===== src/rtl/wb_port_arbiter_pkg.sv =====
// Shared types and constants for the writeback-port arbiter.
// Optional feature macro: WB_PERF_EN (per-requester stall counters).
package wb_port_arbiter_pkg;

  localparam int NUM_WB_REQ     = 3;
  localparam int WB_XLEN        = 32;
  localparam int WB_REG_ADDR_W  = 5;
  localparam int WB_WORD_ADDR_W = 30;

  typedef struct packed {
    logic [WB_REG_ADDR_W-1:0]  rd;
    logic [WB_XLEN-1:0]        data;
    logic [WB_WORD_ADDR_W-1:0] addr;
  } WbReq;

endpackage


===== src/rtl/wb_port_arbiter_if.sv =====
// Requester-side valid/ready handshake bundle for the writeback port.
interface wb_port_arbiter_if #(
  parameter int NUM_REQ    = 3,
  parameter int XLEN       = 32,
  parameter int REG_ADDR_W = 5,
  parameter int ADDR_WIDTH = 32
);

  logic [NUM_REQ-1:0]                   req_valid;
  logic [NUM_REQ-1:0]                   req_ready;
  logic [NUM_REQ-1:0][REG_ADDR_W-1:0]   req_rd;
  logic [NUM_REQ-1:0][XLEN-1:0]         req_data;
  logic [NUM_REQ-1:0][ADDR_WIDTH-3:0]   req_addr;

  modport master (
    output req_valid, req_rd, req_data, req_addr,
    input  req_ready
  );

  modport slave (
    input  req_valid, req_rd, req_data, req_addr,
    output req_ready
  );

endinterface


===== src/rtl/rr_arbiter.sv =====
// Combinational round-robin picker: first requester at or above ptr, modulo N.
module rr_arbiter #(
  parameter  int N  = 3,
  localparam int IW = (N > 1) ? $clog2(N) : 1
) (
  input  logic [N-1:0]  req,
  input  logic [IW-1:0] ptr,
  output logic [N-1:0]  grant,
  output logic [IW-1:0] idx
);

  always_comb begin
    logic          found;
    logic [IW:0]   pos;
    grant = '0;
    idx   = '0;
    found = 1'b0;
    pos   = '0;
    for (int unsigned k = 0; k < N; k++) begin
      pos = {1'b0, ptr} + (IW+1)'(k);
      if (pos >= (IW+1)'(N)) pos = pos - (IW+1)'(N);
      if (!found && req[pos[IW-1:0]]) begin
        found                = 1'b1;
        grant[pos[IW-1:0]]   = 1'b1;
        idx                  = pos[IW-1:0];
      end
    end
  end

endmodule


===== src/rtl/wb_port_arbiter.sv =====
// Writeback register-file port arbiter with retire stream and retire counter.
// Optional macro WB_PERF_EN adds saturating per-requester stall counters.
module wb_port_arbiter
  import wb_port_arbiter_pkg::*;
#(
  parameter int NUM_REQ    = NUM_WB_REQ,
  parameter int XLEN       = 32,
  parameter int REG_ADDR_W = 5,
  parameter int ADDR_WIDTH = 32
) (
  input  logic                  clk,
  input  logic                  rst,
  wb_port_arbiter_if.slave      req,
  input  logic                  wb_stall,
  input  logic                  flush,
  output logic                  rf_we,
  output logic [REG_ADDR_W-1:0] rf_waddr,
  output logic [XLEN-1:0]       rf_wdata,
  output logic                  retire_valid,
  output logic [ADDR_WIDTH-1:0] retire_addr,
  output logic [63:0]           retire_cnt
`ifdef WB_PERF_EN
  , output logic [NUM_REQ-1:0][31:0] perf_stall_cnt
`endif
);

  localparam int IW = (NUM_REQ > 1) ? $clog2(NUM_REQ) : 1;

  logic [IW-1:0]      ptr;
  logic [IW-1:0]      gnt_idx;
  logic [IW-1:0]      ptr_next;
  logic [NUM_REQ-1:0] gnt;
  logic               grant_en;
  logic               xfer;

  rr_arbiter #(.N(NUM_REQ)) u_arb (
    .req   (req.req_valid),
    .ptr   (ptr),
    .grant (gnt),
    .idx   (gnt_idx)
  );

  // rst is folded in so no requester sees ready while the block is held in reset.
  assign grant_en      = rst & ~wb_stall & ~flush;
  assign req.req_ready = grant_en ? gnt : '0;
  assign xfer          = grant_en & (|gnt);
  assign ptr_next      = (gnt_idx == IW'(NUM_REQ-1)) ? '0 : gnt_idx + IW'(1);

  always_ff @(posedge clk or negedge rst) begin
    if (!rst) begin
      ptr          <= '0;
      rf_we        <= 1'b0;
      retire_valid <= 1'b0;
      rf_waddr     <= '0;
      rf_wdata     <= '0;
      retire_addr  <= '0;
      retire_cnt   <= '0;
    end else begin
      rf_we        <= xfer && (req.req_rd[gnt_idx] != '0);
      retire_valid <= xfer;
      if (xfer) begin
        ptr         <= ptr_next;
        rf_waddr    <= req.req_rd[gnt_idx];
        rf_wdata    <= req.req_data[gnt_idx];
        retire_addr <= {req.req_addr[gnt_idx], 2'b00};
        retire_cnt  <= retire_cnt + 64'd1;
      end
    end
  end

`ifdef WB_PERF_EN
  for (genvar g = 0; g < NUM_REQ; g++) begin : g_perf
    always_ff @(posedge clk or negedge rst) begin
      if (!rst) begin
        perf_stall_cnt[g] <= '0;
      end else if (req.req_valid[g] && !req.req_ready[g] && (perf_stall_cnt[g] != '1)) begin
        perf_stall_cnt[g] <= perf_stall_cnt[g] + 32'd1;
      end
    end
  end
`endif

endmodule


===== src/flat_wrapper.sv =====
// flat-port wrapper written by rule: the top's interface ports become plain ports
module wb_port_arbiter_flat import wb_port_arbiter_pkg::*;
#(
  parameter int NUM_REQ    = NUM_WB_REQ,
  parameter int XLEN       = 32,
  parameter int REG_ADDR_W = 5,
  parameter int ADDR_WIDTH = 32
)
  (clk, rst, wb_stall, flush, rf_we, rf_waddr, rf_wdata, retire_valid, retire_addr, retire_cnt, req_req_valid, req_req_rd, req_req_data, req_req_addr, req_req_ready);
  wb_port_arbiter_if #(.NUM_REQ(NUM_REQ), .XLEN(XLEN), .REG_ADDR_W(REG_ADDR_W), .ADDR_WIDTH(ADDR_WIDTH)) req_i ();
  input  logic clk;
  input  logic rst;
  input  logic wb_stall;
  input  logic flush;
  output logic rf_we;
  output logic [REG_ADDR_W-1:0] rf_waddr;
  output logic [XLEN-1:0] rf_wdata;
  output logic retire_valid;
  output logic [ADDR_WIDTH-1:0] retire_addr;
  output logic [63:0] retire_cnt;
  input wire logic [$bits(req_i.req_valid)-1:0] req_req_valid;
  input wire logic [$bits(req_i.req_rd)-1:0] req_req_rd;
  input wire logic [$bits(req_i.req_data)-1:0] req_req_data;
  input wire logic [$bits(req_i.req_addr)-1:0] req_req_addr;
  output wire logic [$bits(req_i.req_ready)-1:0] req_req_ready;
  assign req_i.req_valid = req_req_valid;
  assign req_i.req_rd = req_req_rd;
  assign req_i.req_data = req_req_data;
  assign req_i.req_addr = req_req_addr;
  assign req_req_ready = req_i.req_ready;
  wb_port_arbiter #(.NUM_REQ(NUM_REQ), .XLEN(XLEN), .REG_ADDR_W(REG_ADDR_W), .ADDR_WIDTH(ADDR_WIDTH)) u_core (.clk(clk), .rst(rst), .req(req_i), .wb_stall(wb_stall), .flush(flush), .rf_we(rf_we), .rf_waddr(rf_waddr), .rf_wdata(rf_wdata), .retire_valid(retire_valid), .retire_addr(retire_addr), .retire_cnt(retire_cnt));
endmodule

===== config.mk =====
export PLATFORM = sky130hd
export DESIGN_NAME = wb_port_arbiter_flat
export DESIGN_NICKNAME = d
export VERILOG_FILES = /design/src/rtl/wb_port_arbiter_pkg.sv /design/src/rtl/wb_port_arbiter_if.sv /design/src/rtl/rr_arbiter.sv /design/src/rtl/wb_port_arbiter.sv /design/src/flat_wrapper.sv
export SDC_FILE = /design/constraint.sdc
export NUM_CORES = 1
export LEC_CHECK = 0
export BUFFER_PORTS_ARGS = -buffer_cell sky130_fd_sc_hd__clkbuf_2
export CORE_MARGIN = 1.5
export CORE_UTILIZATION = 40
export CTS_CLUSTER_DIAMETER = 120
export DETAILED_ROUTE_END_ITERATION = 6
export GPL_TIMING_DRIVEN = 0
export PLACE_DENSITY = 0.75
export SYNTH_ARGS = -nofsm -noshare
export SYNTH_HDL_FRONTEND = slang
export SYNTH_SLANG_ARGS = --single-unit

===== constraint.sdc =====
create_clock -name clk -period 3 [get_ports clk]
set_input_delay 0.3 -clock clk [delete_from_list [all_inputs] [get_ports clk]]
set_output_delay 0.3 -clock clk [all_outputs]
set_load 0.02 [all_outputs]

### After elaboration in Yosys (flattened, before gate mapping)

Cells that the tools add are included.

* register bits: 135

* eq/ne operators: 1
* bitwise logic cells: 7
* order comparisons: 10
* muxes and demuxes: 31
* reduce and logical (&&, ||, !) cells: 10
* add/subtract/negate cells: 7

Operator list (number)
* $add A64 B1 Y64 const B: 1
* $bmux W32 S2: 1
* $bmux W30 S2: 1
* $mux W32: 1
* $mux W30: 1
* $mux W2: 7
* $lt A2 B3 Y1 const B: 4
* $mux W3: 4
* $bmux W5 S2: 1
* $mux W1: 8
* $bmux W1 S2: 3
* $demux W1 S2: 3
* $ge A2 B1 Y1 const B: 3
* $ge A3 B2 Y1 const B: 2
* $logic_and A1 B1 Y1: 6
* $or A3 B3 Y3: 2
* $sub A2 B2 Y2 const B: 3
* $mux W5: 1
* $reduce_bool A5 Y1: 1
* $add A2 B1 Y3 const B: 1
* $add A2 B2 Y3 const B: 1
* $and A1 B1 Y1: 3
* $reduce_or A3 Y1: 1
* $add A2 B1 Y2 const B: 1
* other kinds (4): 6

### Logic depth before layout (Yosys ltp)

Gate-level depths: netlist of the first run.

* word-level depth: 15
* mapped depth: 12

### Modules after synthesis

A second synthesis of the first run with hierarchy kept.

* cells, all modules: 800
* area total of the unflattened synthesis: 7278.2 sq um

By module, submodules not included
* wb_port_arbiter: cells an instance 762, times used 1, area each 7011.7 sq um, seq. area each 3378.2 sq um
* rr_arbiter: cells an instance 38, times used 1, area each 266.5 sq um, seq. area each 0.0 sq um

### Least setup slack after synthesis of the first run

Ideal clock, no wire load.

* path type: register -> register
* start point: reg u_core.ptr[0]
* end point: reg u_core.retire_cnt[46]
* buffers on the path: 1
* path slack: 0.456 ns
* stages on the path, launching flop included: 11
* required time: 2.920 ns
* arrival time: 2.464 ns
* cells stage by stage: dfrtp_1 -> inv_1 -> ha_1 -> mux2i_1 -> o22a_2 -> o2111ai_1 -> a31oi_4 -> o2111ai_4 -> buf_6 -> nor4_2 -> xor2_1

* word-level cells in the longest chain between the ends: 13

Ends and longest elaborated chain
* start: declaration: RTL line wb_port_arbiter.sv:29 `logic [IW-1:0] ptr;`
* start signal: assignment: RTL line wb_port_arbiter.sv:62 `ptr <= ptr_next;`
* $add A2 B1 Y3, or another cell as far along: RTL line rr_arbiter.sv:20 `pos = {1'b0, ptr} + (IW+1)'(k);`
* $ge A3 B2 Y1, or another cell as far along: RTL line rr_arbiter.sv:21 `if (pos >= (IW+1)'(N)) pos = pos - (IW+1)'(N);`
* $mux W2, or another cell as far along: RTL line rr_arbiter.sv:21
* $lt A2 B3 Y1 (implied by the code), or another cell as far along: RTL line rr_arbiter.sv:24 `grant[pos[IW-1:0]] = 1'b1;`
* $logic_and A1 B1 Y1 (implied by the code), or another cell as far along: RTL line rr_arbiter.sv:24
* $mux W1 (implied by the code), or another cell as far along: RTL line rr_arbiter.sv:24
* $demux W1 S2, or another cell as far along: RTL line rr_arbiter.sv:24
* $or A3 B3 Y3 (no source line) or $mux W1 (tied branches)
* $mux W3 or $logic_not A1 Y1 (tied branches): RTL line rr_arbiter.sv:22 `if (!found && req[pos[IW-1:0]]) begin`
* $or A3 B3 Y3 (no source line) or $logic_and A1 B1 Y1 (tied branches)
* $mux W3 (*): RTL line rr_arbiter.sv:22
* $reduce_or A3 Y1 (*): RTL line wb_port_arbiter.sv:46 `assign xfer = grant_en & (|gnt);`
* $and A1 B1 Y1 (*): RTL line wb_port_arbiter.sv:46
* end signal: assignment: RTL line wb_port_arbiter.sv:66 `retire_cnt <= retire_cnt + 64'd1;`
* end: declaration: RTL line wb_port_arbiter.sv:21 `output logic [63:0] retire_cnt`

Every way passes the cells marked *; elsewhere a longest branch is shown, timed or not. The select of a mux whose other input is x is not followed.
A chain may end at the register's enable or synchronous reset.

### Worst setup path in the final report of the first run

* start point: reg u_core.ptr[0]
* end point: reg u_core.retire_cnt[15]

Same word-level chain as after synthesis.

==> results of run 1 <==
-- flip-flops by register name (all words and copies together) (netlist names) --
register	flops
u_core.ptr	2
u_core.retire_addr	30
u_core.retire_cnt	64
u_core.retire_valid	1
u_core.rf_waddr	5
u_core.rf_wdata	32
u_core.rf_we	1
-- per-layer routing --
layer / up-vias / share of wire
met5: - / 0
met4: 0 / 0.041
met3: 61 / 0.052
met2: 280 / 0.51
met1: 3489 / 0.40
li1: 3444 / -
-- cells by family after synthesis --
family,count (synthesis),share of synthesized area
DFF,135,0.4482
adders and majority gates,5,0.008300
AOI/OAI and AO/OA,173,0.1791
xor gates and xnor gates,63,0.07321
and+or+nand+nor,232,0.1612
muxes,67,0.08931
other,1,0.0004975
buffers and inverters,65,0.04017
-- critical path, stage by stage, from the launching register on --
cell and delay, ps:
dfrtp_1 390, inv_1 110, ha_4 300, mux2i_1 240, o22a_2 260, o2111ai_2 190, a31o_2 320, a211oi_4 410
buf_2 260, nand3_1 110, xnor2_1 150
-- cells in the final DEF, fill, tap and decap left out, drive strengths merged, types with 3 or more instances in the layout --
cell     Yosys  final
a31oi        3      3
o31ai        3      3
nand2       41     41
o21ai       10     10
a21o        66     66
nor4        17     17
nor3        17     17
nand2b       5      5
ha           5      5
and4         4      4
and2         6      6
xnor2       24     24
o2111ai      4      4
o21a         3      3
nand3       19     19
inv         17     26
or2          3      3
and3         6      6
nor3b        4      4
nor2        88     88
buf         30     39
mux2i       65     65
a211oi      63     63
clkbuf      18    384
nand4       18     18
a21oi        6      6
diode        0      4
xor2        39     39
dfrtp      135    135
-- final cells by class --
cell class,instances,share of cell area
sequential,135,0.3201
timing repair buffer,359,0.1810
clock buffer,18,0.04161
multi-input combinational,542,0.3770
clock inverter,14,0.01672
buffer,47,0.02881
antenna,4,0.0009484
inverter,17,0.006046
tap,234,0.02774
-- final timing paths --
check                           slack, ps                    from                endpoint
worst max-delay path                  160           u_core.ptr[0]   u_core.retire_cnt[15]
worst min-delay path                  210          req_req_rd[10]      u_core.rf_waddr[0]
worst max register to register        160           u_core.ptr[0]   u_core.retire_cnt[15]
worst min register to register        470  u_core.retire_addr[10]  u_core.retire_addr[10]
max in group asynchronous            2180                     rst      u_core.rf_wdata[8]
min in group asynchronous             460                     rst   u_core.retire_cnt[56]
-- stage by stage --
| stage | instance area (um2) | hold slack [ps] | power, mW | utilization | cells |
|---|---|---|---|---|---|
| after floorplan | 7541 | 4.409 | 5.593 | - | 742 |
| after global placement | 9550 | 455.3 | 7.017 | 0.5140 | 1319 |
| after detailed placement | 9587 | 337.0 | 7.075 | 0.5160 | 1320 |
| after CTS | 10290 | 197.0 | 9.350 | 0.5539 | 1356 |
| after global routing | 10550 | 231.3 | 10.01 | 0.5680 | 1370 |
| final | 10550 | 214.1 | 9.502 | 0.5680 | 1370 |
-- where the power goes --
part / switching (mW) / internal (mW)
Clock: 0.926 / 1.29
Sequential: 0.323 / 2.29
Combinational: 2.88 / 1.80
Total: 4.13 / 5.38
-- what timing repair did --
action | 4_1_cts | 5_1_grt
gates resized for setup | 6 | 62
buffers inserted | 2 | 10
hold buffers | 2 | 0
cloned | 0 | 1
hold endpoints to repair | 65 | 0
setup endpoints to repair | 82 | 127
pin swaps | 1 | 5
==> run_results.csv, run 1 <==
group,metric,value,unit
global_routing,grt_use_met1,0.2917,
drt,num_vias,7274,
drt,drtIter0Drc,347,
synthesis,ys_ff_latch,135,
clock_tree,cts_root_buffer,"clkbuf_16",
final_layout,syn2layout_area_growth,40.02,%
global_routing,antenna_found_initial,4,
placement,post-dp-hpwl,19110,um
clock_tree,numCtsBuffers,17,
clock_tree,clock_latency,430,ps
timing,max_freq,0.3523,GHz
worst_setup_path,r2r_cells,10,
clock_tree,ctsLongestPathBuffers,2,
global_routing,grt_pass1_vias,7046,
floorplan,die-height,140.3,um
timing,drv_slew,0,
synthesis,synth_cell_types,65,
worst_setup_path,crit_path_end_kind,"register",
clock_tree,clkTransAtPathRegs,70,ps
synthesis,synth_edf_count,0,
final_layout,drive_gt1_frac,0.4240,
final_layout,n_fill_cell,1563,
clock_tree,cts_num_sinks,135,
global_routing,grtUsageMet3,0.04718,
global_routing,met2_usage,0.4362,
synthesis,synthMostInstantiatedCell,"dfrtp_1",
global_routing,grt_start_max_net_pins,73,
final_layout,final_net_count,1332,
global_routing,gr-max-usage-layer,"met2",
synthesis,netlist_area,7537,um2
worst_setup_path,worstSetupPathType,"register to register",
worst_setup_path,cp.arrival,3140,ps
drt,drt_wl_total,25060,um
floorplan,dieArea,19680,um2
synthesis,synth_ff_type,"dfrtp_1",
flow_run,maxCapViolCount,0,
final_layout,ff_latch_area,3378,um2
drt,remaining_drc_errors,0,
pwr,power_leakage,5.937,nW
placement,dp_slack,-510.1,ps
timing,tns,0,ps
timing,finalHoldViolations,0,
drt,vias_per_cell,5.309,
synthesis,syn_inst,741,
timing,slew-limit-headroom,0.6138,
worst_setup_path,start_kind,"register",
timing,finalCriticalPeriod,2839,ps
synthesis,netlist_top_cells_count,"dfrtp_1 (135), nor2_1 (87), a21o_1 (66)",
timing,tightest_slew,577.7,ps
timing,setup_viol,0,
clock_tree,htree_levels,4,
synthesis,netlist_top_cells_area,"dfrtp_1 (45%), mux2i_1 (8.6%), a21o_1 (6.6%)",
min_path,hold_depth,3,
synthesis,ys_seq_area_frac,0.4482,
timing,period_share,0.9462,
synthesis,yosys.area.top_type_share,0.4482,
pwr,irDropWorstVdd,0.4316,mV
global_routing,grtUsageTotal,0.2495,
drt,ant_nets,0,
floorplan,row_count,50,
min_path,hold_class,"input pin to register",
drt,first_pass_iters,5,
synthesis,syn_area_per_cell,10.17,um2
floorplan,ios,346,
pwr,p_per_area,900.4,nW/um2
global_routing,globalRouteOverflowTotal,0,
floorplan,start_util,0.4057,
synthesis,yosysWarnings,0,
global_routing,grt_first_pass_wirelength,37550,um
worst_setup_path,required,3310,ps
floorplan,core,18580,um2
synthesis,synth_async_sr_flop_share,1.000,
floorplan,die_x,140.3,um
worst_setup_path,critPathMaxFanout,5,
clock_tree,cts_tree,"done",
run_status,status,"finished, final reports clean",
synthesis,synth_top_cell_by_area,"dfrtp_1",
timing,skew,9.257,ps
placement,portBuffers,343,
drt,routedWlPerCell,18.29,um
placement,place_congestion,0.9566,
timing,worst_slack,161.4,ps
final_layout,multiInputGateArea,3979,um2
Power figures use the tool's default switching activity.
==> run 2: changes to the inputs <==
- ABC_AREA: not set -> 1
- PLACE_DENSITY: 0.75 -> 0.74
==> run_results.csv, run 2 <==
group,metric,value,unit
placement,place_congestion,0.9789,
worst_setup_path,required,3310,ps
global_routing,globalRouteOverflowTotal,0,
drt,first_pass_iters,5,
drt,remaining_drc_errors,0,
clock_tree,clkTransAtPathRegs,60,ps
pwr,irDropWorstVdd,0.6718,mV
synthesis,synth_async_sr_flop_share,1.000,
floorplan,start_util,0.4077,
synthesis,yosysWarnings,0,
worst_setup_path,cp.buffers_inverters,2,
timing,tns,0,ps
synthesis,netlist_area,8250,um2
clock_tree,ctsLongestPathBuffers,2,
floorplan,core,20230,um2
clock_tree,clock_latency,430,ps
final_layout,final_net_count,1757,
synthesis,syn_inst,1178,
timing,finalHoldViolations,0,
final_layout,largest_register_ffs,64,
clock_tree,cts_tree,"done",
floorplan,die_x,146.6,um
global_routing,grt_first_pass_wirelength,49750,um
timing,drv_slew,0,
synthesis,synthMostInstantiatedCell,"nor2_1",
clock_tree,htree_levels,4,
timing,max_freq,0.3617,GHz
timing,holdWs,145.5,ps
timing,rsz0062_at_grt,"no",
synthesis,synth_cell_types,30,
timing,setup_viol,0,
final_layout,syn2layout_area_growth,33.42,%
synthesis,ys_seq_area_frac,0.4095,
placement,portBuffers,343,
timing,period_share,0.9215,
placement,post-dp-hpwl,26060,um
flow_run,maxCapViolCount,0,
clock_tree,cts_root_buffer,"clkbuf_16",
final_layout,final_cell_mix,"clkbuf_2 (343), nor2_1 (258), nand2_1 (229)",
synthesis,netlist_top_cells_area,"dfrtp_1 (41%), nor2_1 (12%), nand2_1 (10%)",
final_layout,top_register,"u_core.retire_cnt",
worst_setup_path,path_delay_family,"simple AND/OR/NAND/NOR gates",
synthesis,ys_ff_latch,135,
floorplan,row_count,52,
worst_setup_path,slowest_delay,480,ps
synthesis,synth_ff_type,"dfrtp_1",
drt,ant_nets,0,
synthesis,yosys.area.top_type_share,0.4095,
min_path,hold_class,"input pin to register",
synthesis,syn_area_per_cell,7.004,um2
floorplan,dieArea,21500,um2
worst_setup_path,crit_chain,"ha_1 > inv_1 > nor2_2 > inv_1 > nor2_2 > nand3_1 > nor2_1 > nand2_1 > nor2_1 > nand2_1 > nor2_1 > nand3_1 > xor2_1",
worst_setup_path,critPathMaxFanout,6,
placement,place_area,10340,um2
timing,tightest_slew,935.2,ps
pwr,power_leakage,5.402,nW
timing,finalCriticalPeriod,2765,ps
timing,skew,8.388,ps
floorplan,ios,346,
global_routing,grt_start_max_net_pins,84,
synthesis,synth_top_cell_by_area,"dfrtp_1",
final_layout,fin_area,11010,um2
timing,slew-limit-headroom,0.3718,
synthesis,netlist_top_cells_count,"nor2_1 (260), nand2_1 (229), dfrtp_1 (135)",
worst_setup_path,worstSetupPathType,"register to register",
final_layout,drive_gt1_frac,0.2845,
drt,drt_wl_total,32800,um
drt,num_vias,9562,
drt,routedWlPerCell,17.94,um
global_routing,antenna_found_initial,1,
worst_setup_path,cp.arrival,3080,ps
floorplan,die-height,146.6,um
pwr,p_per_area,1101,nW/um2
drt,vias_per_cell,5.231,
synthesis,synth_edf_count,0,
drt,drtIter0Drc,582,
final_layout,final_common_cell,"clkbuf_2",
global_routing,grt_pass1_vias,9123,
worst_setup_path,start_kind,"register",
final_layout,reg.largest.list,"u_core.retire_cnt (64), u_core.rf_wdata (32), u_core.retire_addr (30)",
clock_tree,numCtsBuffers,17,
run_status,status,"finished, final reports clean",
global_routing,grtUsageTotal,0.3028,
worst_setup_path,crit_top_cell,"nor2_1",
worst_setup_path,crit_path_end_kind,"register",
clock_tree,cts_num_sinks,135,
worst_setup_path,cpMaxStageDelayCell,"dfrtp_1",
==> run 2: area by class of cell <==
| cell class | instances | area, um2 |
|---|---|---|
| antenna | 1 | 2.502 |
| buffer | 54 | 300.3 |
| inverter | 79 | 296.5 |
| timing repair buffer | 346 | 1790 |
| tap | 270 | 337.8 |
| fill | 2027 | 9226 |
| clock inverter | 12 | 150.1 |
| multi-input combinational | 911 | 4295 |
| sequential | 135 | 3378 |
| clock buffer | 20 | 456.7 |
==> run 2: where the power goes <==
group	switching [mW]	internal, mW	total, mW
clock	0.851	1.35	2.20
combinational	4.95	2.16	7.12
sequential	0.411	2.39	2.80
==> run 2: cells by family after synthesis <==
group | count (synthesis) | synth area share
simple gates | 623 | 0.3139
xor+xnor | 57 | 0.06051
compound gates | 224 | 0.1362
flops | 135 | 0.4095
buf+inv | 133 | 0.07188
fa+ha+maj | 5 | 0.007583
other cells | 1 | 0.0004545
==> run 2: worst reg2reg max path, delay by kind of cell, from the launching register on <==
kind | cells | cell delay (ps)
xor+xnor | 1 | 170
fa+ha+maj | 1 | 290
flops | 1 | 480
buf+inv | 2 | 190
simple gates | 9 | 1520
==> run 2: worst paths after layout <==
check                                     start  slack, ps                     end  cells after the start
setup / recovery           u_core.retire_cnt[0]        240   u_core.retire_cnt[48]                     13
hold / removal                 req_req_addr[81]        150  u_core.retire_addr[23]                      3
setup reg to reg           u_core.retire_cnt[0]        240   u_core.retire_cnt[48]                     13
hold reg to reg              u_core.rf_waddr[1]        490      u_core.rf_waddr[1]                      2
max in group asynchronous                   rst       2140   u_core.retire_cnt[61]                      3
min in group asynchronous                   rst        430     u_core.rf_wdata[27]                      3
==> run 2: per-stage QoR <==
| step | utilization | std cells | power (mW) | worst slack [ps] |
|---|---|---|---|---|
| after detailed placement | 0.5113 | 1793 | 9.843 | -8.437 |
| after floorplan | - | 1179 | 7.380 | 795.5 |
| final | 0.5440 | 1828 | 12.12 | 235.4 |
| after CTS | 0.5431 | 1827 | 12.08 | 151.3 |
| after global placement | 0.5095 | 1792 | 9.728 | -1876 |
| after global routing | 0.5440 | 1828 | 13.06 | 15.83 |
==> run 2: layer usage <==
metal,vias up,part of all wire,GRT usage
met4,0,0.022,0.08889
met3,47,0.072,0.06750
li1,4568,-,-
met5,-,0,0
met2,389,0.49,0.5033
met1,4558,0.42,0.3936
==> run 2: repair_timing <==
| action | 4_1_cts | 5_1_grt |
|---|---|---|
| hold buffers | 2 | 0 |
| endpoints found under the setup margin | 0 | 18 |
| endpoints found under the hold margin | 53 | 0 |
| resized for setup | 0 | 7 |
| buffers inserted | 0 | 0 |
==> run 3: changes to the inputs <==
- ABC_AREA: 1 -> not set
- PLACE_DENSITY: 0.74 -> 0.75
- SKIP_CTS_REPAIR_TIMING: not set -> 1
==> run_results.csv, run 3 (synthesized netlist as in run 1, its figures left out) <==
group,metric,value,unit
worst_setup_path,crit_chain,"inv_1 > ha_4 > mux2i_1 > o22a_2 > o2111ai_2 > a31o_2 > a211oi_4 > buf_4 > nand4_1 > xnor2_1",
placement,portBuffers,343,
timing,drv_slew,0,
final_layout,multiInputGateArea,3961,um2
clock_tree,cts_num_sinks,135,
clock_tree,ctsLongestPathBuffers,2,
placement,place_congestion,0.9566,
placement,post-dp-hpwl,19110,um
final_layout,fin_util,0.5681,
floorplan,core,18580,um2
floorplan,dieArea,19680,um2
worst_setup_path,cp.arrival,3190,ps
final_layout,fin_area,10560,um2
worst_setup_path,slowest_delay,390,ps
pwr,irDropWorstVdd,0.4346,mV
run_status,violations,"negative hold slack",
clock_tree,cts_root_buffer,"clkbuf_16",
drt,routedWlPerCell,18.27,um
worst_setup_path,cpMaxStageDelayCell,"dfrtp_1",
drt,first_pass_iters,5,
final_layout,ff_latch_area,3378,um2
worst_setup_path,cp.buffers_inverters,2,
drt,num_vias,7287,
final_layout,n_fill_cell,1575,
global_routing,grt_first_pass_wirelength,37380,um
timing,period_share,0.9605,
worst_setup_path,crit_path_end_kind,"register",
floorplan,ios,346,
floorplan,die_x,140.3,um
global_routing,globalRouteOverflowTotal,0,
global_routing,antenna_found_initial,4,
clock_tree,clkTransAtPathRegs,70,ps
floorplan,die-height,140.3,um
floorplan,row_count,50,
clock_tree,htree_levels,4,
timing,max_freq,0.3471,GHz
timing,finalHoldViolations,7,
final_layout,final_common_cell,"clkbuf_2",
floorplan,start_util,0.4057,
global_routing,grt_pass1_vias,7024,
pwr,totalPowerFinal,9.553,mW
drt,vias_per_cell,5.335,
timing,setup_viol,0,
placement,place_area,9587,um2
timing,skew,15.25,ps
timing,slew-limit-headroom,0.6478,
final_layout,reg.largest.list,"u_core.retire_cnt (64), u_core.rf_wdata (32), u_core.retire_addr (30)",
worst_setup_path,worstSetupPathType,"register to register",
worst_setup_path,critPathMaxFanout,10,
run_status,status,"finished, violations left",
drt,drt_wl_total,24960,um
timing,holdWs,-4.233,ps
flow_run,maxCapViolCount,0,
clock_tree,numCtsBuffers,17,
timing,tns,0,ps
drt,remaining_drc_errors,0,
timing,finalCriticalPeriod,2881,ps
timing,tightest_slew,526.8,ps
drt,drtIter0Drc,284,
pwr,power_leakage,5.930,nW
drt,ant_nets,0,
final_layout,top_register,"u_core.retire_cnt",
final_layout,largest_register_ffs,64,
global_routing,grt_start_max_net_pins,73,
min_path,hold_class,"input pin to asynchronous set/reset pin",
final_layout,syn2layout_area_growth,40.06,%
final_layout,drive_gt1_frac,0.4202,
clock_tree,cts_tree,"done",
worst_setup_path,required,3310,ps
global_routing,grtUsageTotal,0.2486,
final_layout,final_net_count,1328,
final_layout,final_cell_mix,"clkbuf_2 (352), dfrtp_1 (135), nor2_1 (87)",
clock_tree,clock_latency,430,ps
pwr,p_per_area,905.0,nW/um2
worst_setup_path,path_delay_family,"compound AO/OA/AOI/OAI gates",
worst_setup_path,start_kind,"register",
run 3: cell types whose count changed in the layout (fill, tap and decap cells not counted), moves of 62 or more:
cell / previous run / this run
a21oi_1: 124 / 6
mux2i_1: 0 / 62
o21ai_0: 84 / 7
nand2_1: 229 / 41
nor2_1: 258 / 87
a21o_1: 0 / 65
run 3: path summary, 6_finish.rpt:
kind / start / cells after the start / slack, ps / endpoint
setup / recovery: u_core.ptr[0] / 10 / 120 / u_core.retire_cnt[53]
setup reg to reg: u_core.ptr[0] / 10 / 120 / u_core.retire_cnt[53]
hold reg to reg: u_core.retire_addr[10] / 1 / 470 / u_core.retire_addr[10]
hold / removal: rst / 3 / -4 / u_core.retire_cnt[27]
min in group clk: req_req_rd[10] / 3 / 210 / u_core.rf_waddr[0]
max in group asynchronous: rst / 3 / 2670 / u_core.retire_addr[13]
run 3: report_power, final:
| part | internal, mW | switching [mW] | total (mW) | leakage [nW] |
|---|---|---|---|---|
| Combinational | 1.84 | 2.89 | 4.73 | 3.88 |
| Sequential | 2.29 | 0.323 | 2.61 | 1.75 |
| Clock | 1.29 | 0.923 | 2.21 | 0.302 |
run 3: layer usage:
metal	wire, um	track usage	up-vias
li1	-	-	3432
met1	9855	0.2895	3487
met2	12810	0.4341	304
met3	1273	0.04923	64
met4	1017	0.1291	0
met5	0	0	-
run 3: area by class of cell:
class                   instances  share of cell area
repair buffers                355              0.1815
clock buffers                  18             0.04160
plain buffers                  47             0.03022
well taps                     234             0.02773
flip-flops and latches        135              0.3200
multi-input cells             542              0.3753
inverters                      17            0.006045
clock inverters                14             0.01671
diodes                          4           0.0009482
run 3: per-stage QoR:
step	instances	worst slack (ps)
2_1_floorplan	742	455.8
3_3_place_gp	1319	-2415
3_5_place_dp	1320	-510.1
4_1_cts	1352	-286.0
5_1_grt	1366	-49.42
6_report	1366	118.6
run 3: worst min-delay path: stages:
cell and delay, ps:
clkbuf_8 140, buf_16 110, buf_16 270
